===== config.mk =====
export PLATFORM = sky130hd
export DESIGN_NAME = dmem_arbiter
export DESIGN_NICKNAME = d
export VERILOG_FILES = /design/src/rtl/dmem_arbiter.sv
export SDC_FILE = /design/constraint.sdc
export NUM_CORES = 1
export LEC_CHECK = 0
export BUFFER_PORTS_ARGS = -buffer_cell sky130_fd_sc_hd__buf_2
export CELL_PAD_IN_SITES_DETAIL_PLACEMENT = 1
export CELL_PAD_IN_SITES_GLOBAL_PLACEMENT = 1
export CORE_MARGIN = 8
export CORE_UTILIZATION = 30
export DETAILED_ROUTE_END_ITERATION = 6
export PLACE_DENSITY_LB_ADDON = 0.1
export SYNTH_ARGS = -nofsm -noshare
export SYNTH_HDL_FRONTEND = slang
export SYNTH_SLANG_ARGS = --single-unit

===== constraint.sdc =====
create_clock -name clk_i -period 3.9 [get_ports clk_i]
set_input_delay 0.78 -clock clk_i [delete_from_list [all_inputs] [get_ports clk_i]]
set_output_delay 0.78 -clock clk_i [all_outputs]
set_load 0.01 [all_outputs]

===== src/rtl/dmem_arbiter.sv =====
// dmem_arbiter: shares one single-port data memory between the CPU data path
// and an external requester (loader / debug port).
//
// The CPU normally owns the port. A pending external request takes the port
// when the CPU is idle, or after it has been blocked by CPU traffic for
// STARVE_MAX consecutive cycles. While external traffic owns the port, a CPU
// access is stalled. The external side keeps the port for at most BURST_MAX
// consecutive granted cycles, then hands it back to the CPU.
//
// Optional feature: define DMEM_ARB_STATS_EN to build the saturating grant and
// stall statistics counters. Without it both statistics outputs are tied to 0.

module dmem_arbiter #(
    parameter int unsigned STARVE_MAX = 4,   // legal 1..15
    parameter int unsigned BURST_MAX  = 8    // legal 1..255
) (
    input  logic        clk_i,
    input  logic        rst_n_i,

    // CPU data-memory port
    input  logic        cpu_req_i,
    input  logic        cpu_we_i,
    input  logic [7:0]  cpu_addr_i,
    input  logic [7:0]  cpu_wdata_i,
    output logic [7:0]  cpu_rdata_o,
    output logic        cpu_stall_o,

    // external requester port
    input  logic        ext_req_i,
    input  logic        ext_we_i,
    input  logic [7:0]  ext_addr_i,
    input  logic [7:0]  ext_wdata_i,
    output logic        ext_gnt_o,
    output logic [7:0]  ext_rdata_o,
    output logic        ext_rvalid_o,

    // single-port data memory (combinational read)
    output logic [7:0]  mem_addr_o,
    output logic [7:0]  mem_wdata_o,
    output logic        mem_we_o,
    input  logic [7:0]  mem_rdata_i,

    // statistics
    output logic [15:0] stat_ext_cnt_o,
    output logic [15:0] stat_stall_cnt_o
);

    // Last legal counter values; reaching them triggers a hand-over.
    localparam logic [3:0] STARVE_LAST = 4'(STARVE_MAX - 1);
    localparam logic [7:0] BURST_LAST  = 8'(BURST_MAX - 1);

    typedef enum logic [0:0] {
        ST_CPU = 1'b0,
        ST_EXT = 1'b1
    } state_t;

    state_t      state_q;
    logic [3:0]  starve_q;
    logic [7:0]  burst_q;

    logic        ext_gnt_s;
    logic        cpu_stall_s;
    logic        mem_we_s;
    logic [7:0]  mem_addr_s;
    logic [7:0]  mem_wdata_s;

    logic [7:0]  ext_rdata_q;
    logic        ext_rvalid_q;

    // Port ownership FSM with its starvation and burst-length counters.
    always_ff @(posedge clk_i or negedge rst_n_i) begin
        if (!rst_n_i) begin
            state_q  <= ST_CPU;
            starve_q <= 4'd0;
            burst_q  <= 8'd0;
        end else begin
            case (state_q)
                ST_CPU: begin
                    if (!ext_req_i) begin
                        // nobody waiting: starvation history is forgotten
                        starve_q <= 4'd0;
                    end else if (!cpu_req_i || (starve_q == STARVE_LAST)) begin
                        // CPU idle, or ext has waited long enough
                        state_q  <= ST_EXT;
                        starve_q <= 4'd0;
                        burst_q  <= 8'd0;
                    end else begin
                        // ext blocked by CPU traffic this cycle
                        starve_q <= starve_q + 4'd1;
                    end
                end
                ST_EXT: begin
                    if (!ext_req_i) begin
                        // requester went away: no access, port back to CPU
                        state_q  <= ST_CPU;
                        starve_q <= 4'd0;
                    end else if (burst_q == BURST_LAST) begin
                        // Burst limit hit on a granted cycle. The CPU gets the
                        // port for one cycle; the requester is still waiting,
                        // so it is treated as already starved and gets back in
                        // right after that single CPU cycle.
                        state_q  <= ST_CPU;
                        starve_q <= STARVE_LAST;
                    end else begin
                        burst_q  <= burst_q + 8'd1;
                    end
                end
                default: begin
                    state_q  <= ST_CPU;
                    starve_q <= 4'd0;
                    burst_q  <= 8'd0;
                end
            endcase
        end
    end

    // Memory port steering, grant and stall; all forced quiet while reset is low.
    always_comb begin
        mem_addr_s  = cpu_addr_i;
        mem_wdata_s = cpu_wdata_i;
        mem_we_s    = 1'b0;
        ext_gnt_s   = 1'b0;
        cpu_stall_s = 1'b0;
        if (state_q == ST_EXT) begin
            mem_addr_s  = ext_addr_i;
            mem_wdata_s = ext_wdata_i;
            // a stalled CPU write never reaches memory here; the held PC
            // re-presents it once the CPU owns the port again
            mem_we_s    = rst_n_i & ext_req_i & ext_we_i;
            ext_gnt_s   = rst_n_i & ext_req_i;
            cpu_stall_s = rst_n_i & cpu_req_i;
        end else begin
            mem_addr_s  = cpu_addr_i;
            mem_wdata_s = cpu_wdata_i;
            mem_we_s    = rst_n_i & cpu_req_i & cpu_we_i;
            ext_gnt_s   = 1'b0;
            cpu_stall_s = 1'b0;
        end
    end

    // Capture external read data one cycle after a granted read.
    always_ff @(posedge clk_i or negedge rst_n_i) begin
        if (!rst_n_i) begin
            ext_rdata_q  <= 8'h00;
            ext_rvalid_q <= 1'b0;
        end else if (ext_gnt_s && !ext_we_i) begin
            ext_rdata_q  <= mem_rdata_i;
            ext_rvalid_q <= 1'b1;
        end else begin
            // data holds its last value; valid only pulses for one cycle
            ext_rvalid_q <= 1'b0;
        end
    end

    assign mem_addr_o   = mem_addr_s;
    assign mem_wdata_o  = mem_wdata_s;
    assign mem_we_o     = mem_we_s;
    assign ext_gnt_o    = ext_gnt_s;
    assign cpu_stall_o  = cpu_stall_s;
    assign cpu_rdata_o  = mem_rdata_i;
    assign ext_rdata_o  = ext_rdata_q;
    assign ext_rvalid_o = ext_rvalid_q;

`ifdef DMEM_ARB_STATS_EN
    logic [15:0] stat_ext_q;
    logic [15:0] stat_ext_d;
    logic [15:0] stat_stall_q;
    logic [15:0] stat_stall_d;

    // Saturating increment of the grant and stall counters.
    always_comb begin
        stat_ext_d   = stat_ext_q;
        stat_stall_d = stat_stall_q;
        if (ext_gnt_s && (stat_ext_q != 16'hFFFF)) begin
            stat_ext_d = stat_ext_q + 16'd1;
        end else begin
            stat_ext_d = stat_ext_q;
        end
        if (cpu_stall_s && (stat_stall_q != 16'hFFFF)) begin
            stat_stall_d = stat_stall_q + 16'd1;
        end else begin
            stat_stall_d = stat_stall_q;
        end
    end

    // Statistics registers.
    always_ff @(posedge clk_i or negedge rst_n_i) begin
        if (!rst_n_i) begin
            stat_ext_q   <= 16'h0000;
            stat_stall_q <= 16'h0000;
        end else begin
            stat_ext_q   <= stat_ext_d;
            stat_stall_q <= stat_stall_d;
        end
    end

    assign stat_ext_cnt_o   = stat_ext_q;
    assign stat_stall_cnt_o = stat_stall_q;
`else
    assign stat_ext_cnt_o   = 16'h0000;
    assign stat_stall_cnt_o = 16'h0000;
`endif

endmodule


Word-level counts from Yosys, hierarchy flattened

Cells that the tools add are included.

Word-level logic and storage cells: 45
Input bits: 46
Flip-flop bits (word level): 22
Output and inout bits: 68

Bitwise operators: 5
Add/subtract/negate cells: 2
Multiplexer cells: 21
Reduce and logical (&&, ||, !) cells: 5
Equality and inequality tests: 7

Operators by type and width:

| cell                  | count |
|---|---|
| $mux W8               | 6 |
| $mux W4               | 4 |
| $pmux W8 S2           | 1 |
| $add A8 B1 Y8 const B | 1 |
| $eq A8 B3 Y1 const B  | 1 |
| $mux W1               | 8 |
| $ne A2 B2 Y1 const B  | 4 |
| $pmux W4 S2           | 1 |
| $add A4 B1 Y4 const B | 1 |
| $and A1 B1 Y1         | 4 |
| $eq A4 B2 Y1 const B  | 1 |
| $reduce_and A4 Y1     | 1 |
| $ne A3 B2 Y1 const B  | 1 |
| $logic_not A1 Y1      | 2 |
| $pmux W1 S2           | 1 |
| $logic_and A1 B1 Y1   | 1 |
| $logic_or A1 B1 Y1    | 1 |
| $not A1 Y1            | 1 |

Logic depth before layout (Yosys ltp)

Gate-level depths: netlist of run 1.

Depth in word-level cells: 5
Depth in mapped cells: 6
Depth with buffers taken out: 5

Worst setup path after synthesis of run 1

No wires, ideal clock.

Path kind: input to output
From: input cpu_req_i
To: output mem_we_o
Data required time: 3.120 ns
Data arrival time: 1.273 ns
Stages on the path: 3
Setup slack: 1.847 ns
Cell sequence: nor2b_1 a22oi_1 nor2b_1

Word-level cells in the longest chain between the ends: 3

Ends and longest elaborated chain:

| item                       | line | text |
|---|---|---|
| start, declared            | 21   | `input logic cpu_req_i,` |
| $and A1 B1 Y1 (2 in a row) | 135  | `mem_we_s = rst_n_i & cpu_req_i & cpu_we_i;` |
| $mux W1                    | 124  | `if (state_q == ST_EXT) begin` |
| end, declared              | 40   | `output logic mem_we_o,` |

No other way between the ends.

Final worst setup path of run 1

From: register state_q
To: output mem_wdata_o[4]

Word-level cells in the longest chain between the ends: 1

Ends and longest elaborated chain:

| item                   | line | text |
|---|---|---|
| start, declared        | 57   | `state_t state_q;` |
| start signal, assigned | 73   | `state_q <= ST_CPU;` |
| start signal, assigned | 84   | `state_q <= ST_EXT;` |
| start signal, assigned | 95   | `state_q <= ST_CPU;` |
| $mux W8                | 124  |  |
| end, declared          | 39   | `output logic [7:0] mem_wdata_o,` |

No other way between the ends.

==> flow_summary.yaml, run 1 <==
sta:
  min_period_ps: 2490
  setup_viol: 0
  post-route-period-util: 0.637
  max_freq_mhz: 402
  rsz0062_at_grt: "no"
  final.setup_skew_ps: 2.42
  setup_tns_ps: 0
  finalMaxSlewViolations: 0
  hold_viol: 0
routing:
  viasPerCell: 4.22
  via_count: 1267
  ant_nets: 0
  routedWlPerCell_um: 14.8
  drt_iter0_drc: 24
  drt_first_pass_iters: 4
  drc: 0
  wirelength_um: 4440
power:
  power.density_nw_per_um2: 351
  peakVddDrop_mv: 0.126
  total_leakage_power_nw: 1.03
floorplan:
  ios: 114
  initial_core_util: 0.309
  rows: 26
  die_w_um: 88.0
  die_area_um2: 7750
  die_h_um: 88.0
  core_um2: 5040
place:
  placed_cells_incl_taps: 296
  dp.final_hpwl_um: 3760
  place_congestion: 0.685
  port_buffers: 81
grt:
  grt_max_degree: 16
  grt_use_total: 0.108
  use_met2: 0.189
  grt_pass1_vias: 1266
  antenna_found_initial: 0
  use_met3: 0.0366
  grt_pass1_wl_um: 6620
  gr-usage-met1: 0.124
  grt_busiest_layer: "met2"
  grt_overflow_total: 0
critical_path:
  path_cells: "buf_4, mux2_2, buf_2"
  rr_startpoint: "starve_q[0]"
  worst-r2r-cell-count: 5
  slowest_stage: "dfrtp_1"
  path_class: "flip-flop to output port"
  r2r_slack_ps: 2030
  r2r_end: "burst_q[0]"
  cp_slowest_stage_delay_ps: 650
  cp-end-kind: "output port"
  cpLargestDelayFamily: "flip-flops"
  cp.required_ps: 3120
  worst-path-max-fanout: 13
  critical_path_buf_inv_count: 2
  start_kind: "flip-flop"
  crit_arrival_ps: 1710
clocking:
  cts_setup_buffers: 0
  clockBufferDepth: 2
  clock-root-buffer: "clkbuf_8"
  hold_buffers: 0
  cts-htree-levels: 1
  cts_buffers: 3
  path_clk_slew_ps: 80
  clk_latency_ps: 270
  ctsResizeCount: 0
  clock-sinks: 22
  cts_tree: "built"
outcome:
  status: "finished clean"
layout:
  nNetsFinal: 279
  final_cells: 300
  mostFrequentLayoutCell: "buf_2"
  drive_gt1_frac: 0.517
  syn2layout_area_growth_pct: 24.0
  num_antenna_cells: 0
  layout_common_cells: "81 x buf_2, 32 x conb_1, 24 x mux2_2"
run:
  maxCapViolations: 0
synth:
  yosysWarnings: 0
  synth_area_um2: 1560
  ys_types: 37
  synth-edff-count: 0
  postSynthAreaPerCell_um2: 9.98
  ys_ff_latch: 22
  ys_seq_area_frac: 0.354
  synth-main-ff-cell: "dfrtp_1"
  synthCells: 156
  async_flop_share: 1.00
min_path:
  hold_class: "input pin to async pin"
state kept, by name, summed over array words and instances, names as in the netlist:
signal        flops
burst_q           8
ext_rdata_o       8
ext_rvalid_o      1
starve_q          4
state_q           1
synth_stat cells, types with 2 or more instances:
cell     count  area (um2)
nor3_1       4        20.0
a211o_1      2        17.5
ha_1         2        25.0
buf_1        2        7.51
nand3_1      6        30.0
nor2b_1      2        12.5
mux2_2      24         270
buf_4       40         300
dfrtp_1     22         551
xnor2_1      2        17.5
nor2_1       5        18.8
and3_1       2        12.5
o21ai_0      5        25.0
nand2_1     10        37.5
inv_1        3        11.3
a21oi_1      2        10.0
or2_2        2        12.5
o21a_1       2        15.0
routing by layer:
layer / share of wire / wire length [um]
met1: 0.40 / 1770
met2: 0.50 / 2240
met3: 0.091 / 402
met4: 0.0065 / 29
met5: 0 / 0
report_power, final:
group          total (mW)  internal (mW)  switching [mW]
Clock               0.213          0.137          0.0755
Sequential          0.278          0.258          0.0200
Combinational       0.186         0.0890          0.0965
Total               0.676          0.484           0.192
logic make-up (layout without fill, tap and decap cells):
| family | Yosys count | count (layout) | synth area share |
|---|---|---|---|
| xor gates and xnor gates | 2 | 2 | 0.0113 |
| other | 1 | 32 | 0.00241 |
| muxes | 25 | 25 | 0.180 |
| adders and majority gates | 2 | 2 | 0.0161 |
| DFF | 22 | 22 | 0.354 |
| and+or+nand+nor | 39 | 39 | 0.132 |
| AOI/OAI and AO/OA | 18 | 18 | 0.0900 |
| buffers and inverters | 47 | 90 | 0.215 |
final cells by class:
type,count,area (um2)
clock inverter,1,30.0
timing repair buffer,83,420
clock buffer,3,41.3
fill,636,3110
sequential,22,551
inverter,3,11.3
tap,70,87.6
multi-input combinational,118,788
stage by stage:
| stage | total power, mW | cell area, um2 | hold WS [ps] | setup WS [ps] | util |
|---|---|---|---|---|---|
| floorplan | 0.413 | 1670 | 479 | 1850 | - |
| global placement | 0.468 | 1860 | 484 | 1460 | 0.368 |
| detailed placement | 0.471 | 1860 | 489 | 1460 | 0.368 |
| CTS | 0.690 | 1930 | 398 | 1380 | 0.383 |
| global route | 0.720 | 1930 | 404 | 1310 | 0.383 |
| finish | 0.676 | 1930 | 394 | 1410 | 0.383 |
how the worst max path moves through the flow:
stage / endpoint / cells past startpoint / start / slack, ps
finish: mem_wdata_o[4] / 3 / state_q / 1410
global route: mem_wdata_o[5] / 3 / state_q / 1310
CTS: mem_wdata_o[4] / 3 / state_q / 1380
detailed placement: cpu_stall_o / 4 / rst_n_i / 1460
global placement: cpu_stall_o / 4 / rst_n_i / 1460
floorplan: mem_we_o / 3 / cpu_req_i / 1850
Power figures use the tool's default switching activity.
==> run 2: changes to the inputs <==
--- a/config.mk
+++ b/config.mk
@@ -5,11 +5,12 @@
 export SDC_FILE = /design/constraint.sdc
 export NUM_CORES = 1
 export LEC_CHECK = 0
+export ABC_AREA = 1
 export BUFFER_PORTS_ARGS = -buffer_cell sky130_fd_sc_hd__buf_2
 export CELL_PAD_IN_SITES_DETAIL_PLACEMENT = 1
 export CELL_PAD_IN_SITES_GLOBAL_PLACEMENT = 1
 export CORE_MARGIN = 8
-export CORE_UTILIZATION = 30
+export CORE_UTILIZATION = 27
 export DETAILED_ROUTE_END_ITERATION = 6
 export PLACE_DENSITY_LB_ADDON = 0.1
 export SYNTH_ARGS = -nofsm -noshare
==> constraint.sdc (replaced) <==
create_clock -name clk_i -period 2.6 [get_ports clk_i]
set_input_delay 0.52 -clock clk_i [delete_from_list [all_inputs] [get_ports clk_i]]
set_output_delay 0.52 -clock clk_i [all_outputs]
set_load 0.01 [all_outputs]
==> flow_summary.yaml, run 2 <==
sta:
  setup_tns_ps: 0
  rsz0062_at_grt: "no"
  setup_viol: 0
  finalMaxSlewViolations: 0
  min_period_ps: 2120
  whs_ps: 89.5
  max_freq_mhz: 472
  tightest_slew_ps: 630
  final.setup_skew_ps: 6.62
  post-route-period-util: 0.815
  slew_headroom: 0.580
  hold_viol: 0
  worst_slack_ps: 481
min_path:
  hold_class: "input pin to async pin"
place:
  place_congestion: 0.744
  dp_worst_setup_slack_ps: 718
  dp.final_hpwl_um: 4230
  port_buffers: 81
synth:
  ys_ff_latch: 22
  yosys-top-cells-count: "119 x nand2_1, 41 x buf_4, 22 x dfrtp_1"
  synth_area_um2: 1680
  synth_area_leaders: "dfrtp_1 33%, nand2_1 27%, buf_4 18%"
  yosysWarnings: 0
  postSynthAreaPerCell_um2: 6.74
  synth-edff-count: 0
  ys_types: 22
  synth_top_cell_by_area: "dfrtp_1"
  synthCells: 250
  async_flop_share: 1.00
  synth_top_area_frac: 0.327
  synth_most_common_cell: "nand2_1"
  ys_seq_area_frac: 0.327
  synth-main-ff-cell: "dfrtp_1"
clocking:
  clockBufferDepth: 2
  path_clk_slew_ps: 70
  clock-root-buffer: "clkbuf_8"
  clk_latency_ps: 260
  cts_buffers: 3
  cts_setup_buffers: 0
  hold_buffers: 0
  clock-sinks: 22
  ctsResizeCount: 0
  cts-htree-levels: 1
  cts_tree: "built"
critical_path:
  path_class: "flip-flop to output port"
  crit_arrival_ps: 1600
  r2r_end: "burst_q[2]"
  cpLargestDelayFamily: "buffers and inverters"
  rr_startpoint: "state_q"
  worst-path-max-fanout: 20
  critical_path_buf_inv_count: 2
  worstSetupStartpoint: "state_q"
  path_cells: "inv_1, nand2_1, nand2_1, buf_2"
  r2r_slack_ps: 1170
  slowest_stage: "inv_1"
  cp_slowest_stage_delay_ps: 510
  cp_common_cell: "nand2_1"
  cp.required_ps: 2080
  worst-r2r-cell-count: 4
  cp-end-kind: "output port"
  start_kind: "flip-flop"
layout:
  syn2layout_area_growth_pct: 20.8
  num_antenna_cells: 0
  layout_common_cells: "119 x nand2_1, 81 x buf_2, 32 x conb_1"
  nNetsFinal: 373
  fillCellCount: 835
  mostFrequentLayoutCell: "nand2_1"
  drive_gt1_frac: 0.294
floorplan:
  initial_core_util: 0.281
  core_um2: 5990
  die_w_um: 95.0
  die_h_um: 95.0
  ios: 114
  die_area_um2: 9020
  rows: 28
routing:
  drc: 0
  ant_nets: 0
  routedWlPerCell_um: 12.7
  drt_iter0_drc: 25
  viasPerCell: 4.14
  via_count: 1648
  wirelength_um: 5050
  drt_first_pass_iters: 4
power:
  total_leakage_power_nw: 1.30
  clockPowerShare: 0.237
  p_sw_mw: 0.308
  power_frac_seq: 0.455
  intPower_mw: 0.591
  swShare: 0.343
  power_frac_comb: 0.307
  power.density_nw_per_um2: 442
  peakVddDrop_mv: 0.184
  p_total_mw: 0.900
grt:
  grt_overflow_total: 0
  antenna_found_initial: 0
  grt_pass1_wl_um: 8180
  grt_max_degree: 21
  grt_use_total: 0.111
  grt_pass1_vias: 1748
run:
  maxCapViolations: 0
outcome:
  status: "finished clean"
[run 2: cell types whose count changed in the layout (fill, tap and decap cells not counted), moves of 3 or more]
cell	previous run	this run
nand2_4	0	3
inv_1	3	19
nor3_1	4	1
nor2_1	5	10
nand2_1	10	119
mux2_2	24	0
nand3_1	6	14
[run 2: worst max path at each step]
stage	slack, ps	end	cells past startpoint
final	480	mem_wdata_o[6]	4
after global routing	320	mem_wdata_o[4]	4
after CTS	420	mem_wdata_o[6]	4
after detailed placement	720	mem_wdata_o[6]	4
after global placement	750	mem_we_o	6
after floorplan	1030	mem_we_o	4
[run 2: worst reg2reg max path, delay by kind of cell, from the launching register on]
kind	cells	cell delay, ps
simple gates	3	490
buf+inv	1	370
flops	1	520
[run 2: kinds of logic after synthesis]
group / Yosys count / synth area share
other: 1 / 0.00223
buffers and inverters: 64 / 0.238
AOI/OAI and AO/OA: 5 / 0.0215
adders and majority gates: 2 / 0.0149
and+or+nand+nor: 155 / 0.391
xor gates and xnor gates: 1 / 0.00520
DFF: 22 / 0.327
[run 2: power groups by stage]
stage               combinational (mW)  clock, mW  sequential [mW]
floorplan                        0.182          0            0.425
global route                     0.315      0.241            0.416
CTS                              0.283      0.228            0.411
finish                           0.276      0.213            0.410
detailed placement               0.282          0            0.416
global placement                 0.278          0            0.416
[run 2: cell type report]
cell class / count / area (um2) / share of cell area
Clock buffer: 3 / 41.3 / 0.0203
Timing Repair Buffer: 83 / 420 / 0.207
Sequential cell: 22 / 551 / 0.271
Tap cell: 75 / 93.8 / 0.0461
Inverter: 20 / 80.1 / 0.0394
Multi-Input combinational cell: 195 / 848 / 0.417
[run 2: routing by layer]
layer | up-vias | wire (um) | global-route usage | part of all wire
met3 | 5 | 631 | 0.0389 | 0.12
met1 | 717 | 2400 | 0.143 | 0.48
met5 | - | 0 | 0 | 0
li1 | 834 | - | - | -
met4 | 0 | 53 | 0.0351 | 0.010
met2 | 92 | 1960 | 0.169 | 0.39
[run 2: per-stage QoR]
step	utilization	cell area [um2]	cells
2_1_floorplan	-	1800	281
3_3_place_gp	0.333	1990	395
3_5_place_dp	0.333	1990	395
4_1_cts	0.340	2030	398
5_1_grt	0.340	2030	398
6_report	0.340	2030	398
